===== src/rtl/x_burst_feeder_if.sv =====
// ---------------------------------------------------------------------------
// x_burst_feeder_if
// Bundles the upstream sample handshake and the engine-side signals of the
// burst feeder into one interface.
//   in_valid / in_data / in_ready : upstream 8-bit sample stream
//   eng_ready                     : ready output of the series-sum engine
//   out_x / out_start             : sample and start pulse to the engine
//   busy / fifo_count / ack_err   : status
// Modports:
//   slave  : the feeder itself (consumes samples, drives the engine)
//   master : the environment (upstream source plus engine)
// ---------------------------------------------------------------------------
interface x_burst_feeder_if #(
  parameter int DEPTH = 8
);
  localparam int CW = $clog2(DEPTH) + 1;

  logic          in_valid;
  logic [7:0]    in_data;
  logic          in_ready;
  logic          eng_ready;
  logic [7:0]    out_x;
  logic          out_start;
  logic          busy;
  logic [CW-1:0] fifo_count;
  logic          ack_err;

  modport slave (
    input  in_valid, in_data, eng_ready,
    output in_ready, out_x, out_start, busy, fifo_count, ack_err
  );

  modport master (
    output in_valid, in_data, eng_ready,
    input  in_ready, out_x, out_start, busy, fifo_count, ack_err
  );
endinterface


===== src/rtl/x_burst_feeder.sv =====
// ---------------------------------------------------------------------------
// x_burst_feeder
// Buffers 8-bit x samples in a small FIFO and dispatches them to the
// series-sum engine in bursts of BURST samples: a one-cycle start pulse with
// the first sample, then the remaining samples on consecutive cycles. After a
// burst the feeder waits for the engine to drop and then raise eng_ready
// before issuing the next one; if ready never drops within ACK_TIMEOUT cycles
// the sticky ack_err flag is set and the feeder returns to idle.
// Ports:
//   clk  : system clock, rising edge
//   rst  : asynchronous active-high reset
//   bus  : x_burst_feeder_if.slave (sample input, engine output, status)
// ---------------------------------------------------------------------------
module x_burst_feeder #(
  parameter int DEPTH       = 8,
  parameter int BURST       = 4,
  parameter int ACK_TIMEOUT = 16
) (
  input logic               clk,
  input logic               rst,
  x_burst_feeder_if.slave   bus
);
  localparam int AW = $clog2(DEPTH);
  localparam int CW = $clog2(DEPTH) + 1;
  localparam int BW = $clog2(BURST + 1);
  localparam int TW = $clog2(ACK_TIMEOUT + 1);

  typedef enum logic [1:0] {IDLE, STREAM, ACK, DONE} state_t;

  state_t        state_q, state_d;
  logic [7:0]    mem_q [DEPTH];
  logic [AW-1:0] wr_ptr_q, wr_ptr_d;
  logic [AW-1:0] rd_ptr_q, rd_ptr_d;
  logic [CW-1:0] count_q, count_d;
  logic [BW-1:0] beat_q, beat_d;
  logic [TW-1:0] timer_q, timer_d;
  logic [7:0]    out_x_q, out_x_d;
  logic          out_start_q, out_start_d;
  logic          busy_q, busy_d;
  logic          ack_err_q, ack_err_d;
  logic          full;
  logic          push;
  logic          pop;

  assign full = (count_q == CW'(DEPTH));
  assign push = bus.in_valid && !full;

  // Next-state logic for the dispatch FSM and the FIFO bookkeeping. The FSM
  // only pops once at least BURST samples are stored, so every pop during
  // STREAM is guaranteed to find data.
  always_comb begin
    state_d     = state_q;
    out_x_d     = out_x_q;
    out_start_d = 1'b0;
    beat_d      = beat_q;
    timer_d     = timer_q;
    ack_err_d   = ack_err_q;
    pop         = 1'b0;

    case (state_q)
      IDLE: begin
        if (bus.eng_ready && (count_q >= CW'(BURST))) begin
          pop         = 1'b1;
          out_x_d     = mem_q[rd_ptr_q];
          out_start_d = 1'b1;
          beat_d      = BW'(1);
          timer_d     = '0;
          state_d     = (BURST == 1) ? ACK : STREAM;
        end
      end
      STREAM: begin
        // eng_ready is deliberately ignored here: a burst always completes.
        pop     = 1'b1;
        out_x_d = mem_q[rd_ptr_q];
        beat_d  = beat_q + BW'(1);
        if ((beat_q + BW'(1)) == BW'(BURST)) begin
          state_d = ACK;
        end
      end
      ACK: begin
        // timer counts cycles already spent in ACK, so the flag lands
        // exactly ACK_TIMEOUT cycles after entry.
        if (!bus.eng_ready) begin
          state_d = DONE;
        end else if (timer_q == TW'(ACK_TIMEOUT - 1)) begin
          ack_err_d = 1'b1;
          state_d   = IDLE;
        end else begin
          timer_d = timer_q + TW'(1);
        end
      end
      DONE: begin
        if (bus.eng_ready) begin
          state_d = IDLE;
        end
      end
      default: state_d = IDLE;
    endcase

    busy_d   = (state_d != IDLE);
    wr_ptr_d = push ? (wr_ptr_q + AW'(1)) : wr_ptr_q;
    rd_ptr_d = pop  ? (rd_ptr_q + AW'(1)) : rd_ptr_q;

    case ({push, pop})
      2'b10:   count_d = count_q + CW'(1);
      2'b01:   count_d = count_q - CW'(1);
      default: count_d = count_q;
    endcase
  end

  // Sample storage has no reset; stale contents are never read because the
  // count gates every pop.
  always_ff @(posedge clk) begin
    if (push) begin
      mem_q[wr_ptr_q] <= bus.in_data;
    end
  end

  always_ff @(posedge clk or posedge rst) begin
    if (rst) begin
      state_q     <= IDLE;
      wr_ptr_q    <= '0;
      rd_ptr_q    <= '0;
      count_q     <= '0;
      beat_q      <= '0;
      timer_q     <= '0;
      out_x_q     <= '0;
      out_start_q <= 1'b0;
      busy_q      <= 1'b0;
      ack_err_q   <= 1'b0;
    end else begin
      state_q     <= state_d;
      wr_ptr_q    <= wr_ptr_d;
      rd_ptr_q    <= rd_ptr_d;
      count_q     <= count_d;
      beat_q      <= beat_d;
      timer_q     <= timer_d;
      out_x_q     <= out_x_d;
      out_start_q <= out_start_d;
      busy_q      <= busy_d;
      ack_err_q   <= ack_err_d;
    end
  end

  assign bus.in_ready   = !full;
  assign bus.out_x      = out_x_q;
  assign bus.out_start  = out_start_q;
  assign bus.busy       = busy_q;
  assign bus.fifo_count = count_q;
  assign bus.ack_err    = ack_err_q;
endmodule


===== src/flat_wrapper.sv =====
// flat-port wrapper written by rule: the top's interface ports become plain ports
module x_burst_feeder_flat 
#(
  parameter int DEPTH       = 8,
  parameter int BURST       = 4,
  parameter int ACK_TIMEOUT = 16
)
  (clk, rst, bus_in_valid, bus_in_data, bus_eng_ready, bus_in_ready, bus_out_x, bus_out_start, bus_busy, bus_fifo_count, bus_ack_err);
  x_burst_feeder_if #(.DEPTH(DEPTH)) bus_i ();
  input logic clk;
  input logic rst;
  input wire logic [$bits(bus_i.in_valid)-1:0] bus_in_valid;
  input wire logic [$bits(bus_i.in_data)-1:0] bus_in_data;
  input wire logic [$bits(bus_i.eng_ready)-1:0] bus_eng_ready;
  output wire logic [$bits(bus_i.in_ready)-1:0] bus_in_ready;
  output wire logic [$bits(bus_i.out_x)-1:0] bus_out_x;
  output wire logic [$bits(bus_i.out_start)-1:0] bus_out_start;
  output wire logic [$bits(bus_i.busy)-1:0] bus_busy;
  output wire logic [$bits(bus_i.fifo_count)-1:0] bus_fifo_count;
  output wire logic [$bits(bus_i.ack_err)-1:0] bus_ack_err;
  assign bus_i.in_valid = bus_in_valid;
  assign bus_i.in_data = bus_in_data;
  assign bus_i.eng_ready = bus_eng_ready;
  assign bus_in_ready = bus_i.in_ready;
  assign bus_out_x = bus_i.out_x;
  assign bus_out_start = bus_i.out_start;
  assign bus_busy = bus_i.busy;
  assign bus_fifo_count = bus_i.fifo_count;
  assign bus_ack_err = bus_i.ack_err;
  x_burst_feeder #(.DEPTH(DEPTH), .BURST(BURST), .ACK_TIMEOUT(ACK_TIMEOUT)) u_core (.clk(clk), .rst(rst), .bus(bus_i));
endmodule

===== config.mk =====
export PLATFORM = sky130hd
export DESIGN_NAME = x_burst_feeder_flat
export DESIGN_NICKNAME = d
export VERILOG_FILES = /design/src/rtl/x_burst_feeder_if.sv /design/src/rtl/x_burst_feeder.sv /design/src/flat_wrapper.sv
export SDC_FILE = /design/constraint.sdc
export NUM_CORES = 1
export LEC_CHECK = 0
export ABC_AREA = 1
export BUFFER_PORTS_ARGS = -buffer_cell sky130_fd_sc_hd__clkbuf_2
export CORE_MARGIN = 4
export CORE_UTILIZATION = 64
export DETAILED_ROUTE_END_ITERATION = 16
export PLACE_DENSITY_LB_ADDON = 0.1
export SLEW_MARGIN = 15
export SYNTH_ARGS = -nofsm -noshare
export SYNTH_HDL_FRONTEND = slang
export SYNTH_SLANG_ARGS = --single-unit

===== constraint.sdc =====
create_clock -name clk -period 3.1 [get_ports clk]
set_clock_uncertainty 0.2 [all_clocks]
set_input_delay 0.62 -clock clk [delete_from_list [all_inputs] [get_ports clk]]
set_output_delay 0.62 -clock clk [all_outputs]
set_load 0.01 [all_outputs]

==> metrics.md <==
| Metric | Value |
|---|---|
| CP endpoint kind | register |
| Fin nets | 437 |
| Post-Synth Simple-Gate Area | 18.5% |
| Wire length per cell | 16.5 um |
| Initial DRC count | 230 |
| Die Y | 88.0 um |
| Max rail drop VDD | 0.620 mV |
| Final hold vios | 0 |
| Period minus WS final | 2.35 ns |
| Synth Instances | 379 |
| Flop pwr share | 44.6% |
| Most frequent cells in the layout | 80 x nor2_1, 64 x edfxtp_1, 57 x nand2_1, 38 x o21ai_0 |
| Crit start category | register |
| Total congestion overflow | 0 |
| Hold_ws | 0.105 ns |
| Post-Place Worst Slack | 0.605 ns |
| Vias in the first global route | 2760 |
| Row cnt | 28 |
| First-pass GRT wire length | 13.5 mm |
| Slew Viols, Final | 0 |
| P_sw | 1.76 mW |
| Post-Synth Adder-Cell Area | 2.75% |
| Clock-pin slew on the worst setup and hold paths | 0.09 ns |
| CTS Buffer Depth | 2 |
| Hold/Removal Path Class | in2async |
| Critical path peak fanout | 17 |
| Max-capacitance violation count | 0 |
| Synth Area in Compound Gates | 6.17% |
| Reg-to-reg startpoint | u_core.bus.fifo_count[3] |
| DRC | 0 |
| P&R area growth vs syn | 9.19% |
| Sw Share | 40.9% |
| Antenna violations before repair | 0 |
| Status | finished, final reports clean |
| Placed insts | 480 |
| Post_cts resized | 0 |
| Syn Area/Cell | 10.8 um2 |
| Yosys warns | 0 |
| Die area | 7750 um2 |
| Detailed-route vias per instance | 5.48 |
| H-tree depth | 3 |
| F_max | 426 MHz |
| Post-CTS setup buffers | 0 |
| Finished Layout Cells | 496 |
| Hpwl dp | 5.36 mm |
| Antenna diode count | 0 |
| Clk sinks | 95 |
| Layout cells sized above 1 | 16.4% |
| Tot GR Track Use | 23.7% |
| Most common cell after layout, fill and taps aside | nor2_1 |
| Slew @ Worst Pin | 0.722 ns |
| Crit Path Class | reg2reg |
| Drt total wl | 8.20 mm |
| CP required | 3.21 ns |
| TritonCTS buffer count | 9 |
| Max-slew headroom | 51.9% |
| XOR/XNOR Fraction of Synth Area | 1.71% |
| Worst skew pair latency | 0.37 ns |
| Final setup viols | 0 |
| Synth Register Bits | 95 |
| Pleak | 1.89 nW |
| Starting Density | 67.6% |
| Post-route setup slack | 0.752 ns |
| Drt pass-1 iters | 5 |
| Clock power frac | 17.0% |
| Die width | 88.0 um |
| Logic gate share of total power | 38.3% |
| Placer congestion estimate | 0.810 |
| CTS tree | done |
| PD cells | 959 nW/um2 |
| CP arrival | 2.46 ns |
| CORE AREA | 6060 um2 |
| Largest family of logic cells by synthesized area | simple AND/OR/NAND/NOR gates |
| Antenna viol nets, final | 0 |
| Mapped Nets | 400 |
| Vias | 2720 |
| IO Pins | 28 |
| Post-synthesis mux area share | 0% |
| Pint | 2.54 mW |
| RSZ-0062 raised after global routing | false |
| Clock root buffer | clkbuf_8 |
| Setup_tns | 0 ns |
| Syn Std Cell Area | 4100 um2 |
| Sequential fraction of the synthesis area | 65.8% |
| Largest net degree at the start of global routing | 33 |
| Synth unique cells | 30 |
| Port Buffers | 27 |
| Final Cycle Share | 75.7% |
| Worst setup startpoint | u_core.bus.fifo_count[3] |
| Post-CTS Hold Buffers | 0 |
| Reg-to-reg slack, setup | 0.75 ns |
## cells in the mapped netlist
| library cell | instances | area, um2 |
|---|---|---|
| a21oi_1 | 2 | 10.0 |
| a31o_2 | 1 | 8.76 |
| buf_12 | 1 | 20.0 |
| buf_2 | 2 | 10.0 |
| buf_4 | 3 | 22.5 |
| buf_6 | 4 | 45.0 |
| clkbuf_2 | 2 | 10.0 |
| clkinv_1 | 1 | 3.75 |
| dfrtp_1 | 31 | 776 |
| edfxtp_1 | 64 | 1920 |
| ha_1 | 9 | 113 |
| inv_1 | 22 | 82.6 |
| inv_2 | 2 | 7.51 |
| inv_4 | 1 | 6.26 |
| nand2_1 | 57 | 214 |
| nand2_2 | 3 | 18.8 |
| nand2_4 | 1 | 11.3 |
| nand3_1 | 31 | 155 |
| nand3b_1 | 1 | 7.51 |
| nand3b_2 | 1 | 11.3 |
| nand4_1 | 1 | 6.26 |
| nor2_1 | 80 | 300 |
| nor2_2 | 1 | 6.26 |
| o21ai_0 | 38 | 190 |
| o21ai_1 | 7 | 35.0 |
| o21ai_2 | 1 | 8.76 |
| or2_2 | 3 | 18.8 |
| or2_4 | 1 | 8.76 |
| xnor2_1 | 3 | 26.3 |
| xor2_1 | 5 | 43.8 |
## registers in the layout, indices dropped and copies added, names as in the netlist
signal and count:
u_core.bus.fifo_count 4, u_core.state_q 2, u_core.wr_ptr_q 3, u_core.timer_q 5, u_core.beat_q 3, u_core.mem_q 64, u_core.bus.busy 1, u_core.bus.ack_err 1
u_core.bus.out_x 8, u_core.bus.out_start 1, u_core.rd_ptr_q 3
## power groups by stage
stage	Combinational (mW)	Sequential (mW)	Clock (mW)
6_report	1.65	1.92	0.731
5_1_grt	1.89	1.95	0.791
4_1_cts	1.66	1.91	0.738
3_5_place_dp	1.64	1.94	0
3_3_place_gp	1.56	1.93	0
2_1_floorplan	1.29	1.86	0
## stage by stage
stage	util, %	instance area [um2]	power, mW
4_1_cts	73.8	4480	4.31
3_3_place_gp	71.0	4300	3.49
3_5_place_dp	71.0	4300	3.59
5_1_grt	73.8	4480	4.63
6_report	73.8	4480	4.29
2_1_floorplan	-	4100	3.15
## area by class of cell
type	count	area, um2
tap	75	93.8
inverter	26	100
multi-input combinational	246	1190
sequential	95	2700
timing repair buffer	38	218
clock inverter	7	48.8
fill	409	1590
clock buffer	9	124
## cells by family after synthesis
logic type,count (synthesis)
and+or+nand+nor,180
DFF,95
AOI/OAI and AO/OA,49
buffers and inverters,38
adders and majority gates,9
xor gates and xnor gates,8
## layer usage
metal  global-route usage (%)  share of wire, %  routed length, um
met5                        0                 0                  0
met3                     3.48               6.3                516
met1                     31.6                43               3500
met4                     11.0               1.7                142
met2                     38.8                49               4040
## worst max-delay path: stages, from the launching register on
cell and delay (ns):
dfrtp_1 0.46, nor2_1 0.24, nor2_2 0.06, nand2_2 0.10, nand2_4 0.15, ha_1 0.29
nand2_1 0.08, nand2_1 0.07, ha_1 0.19, a21oi_1 0.18, xnor2_1 0.14, nand2_1 0.06
nand2_1 0.05
## final timing paths
kind,endpoint,depth (start not counted)
max reg2reg,u_core.bus.fifo_count[2],12
max in group asynchronous,u_core.bus.out_x[4],3
min reg2reg,u_core.bus.ack_err,1
min in group clk,u_core.bus.ack_err,1
min,u_core.bus.fifo_count[0],3
max,u_core.bus.fifo_count[2],12
Power figures use the tool's default switching activity.
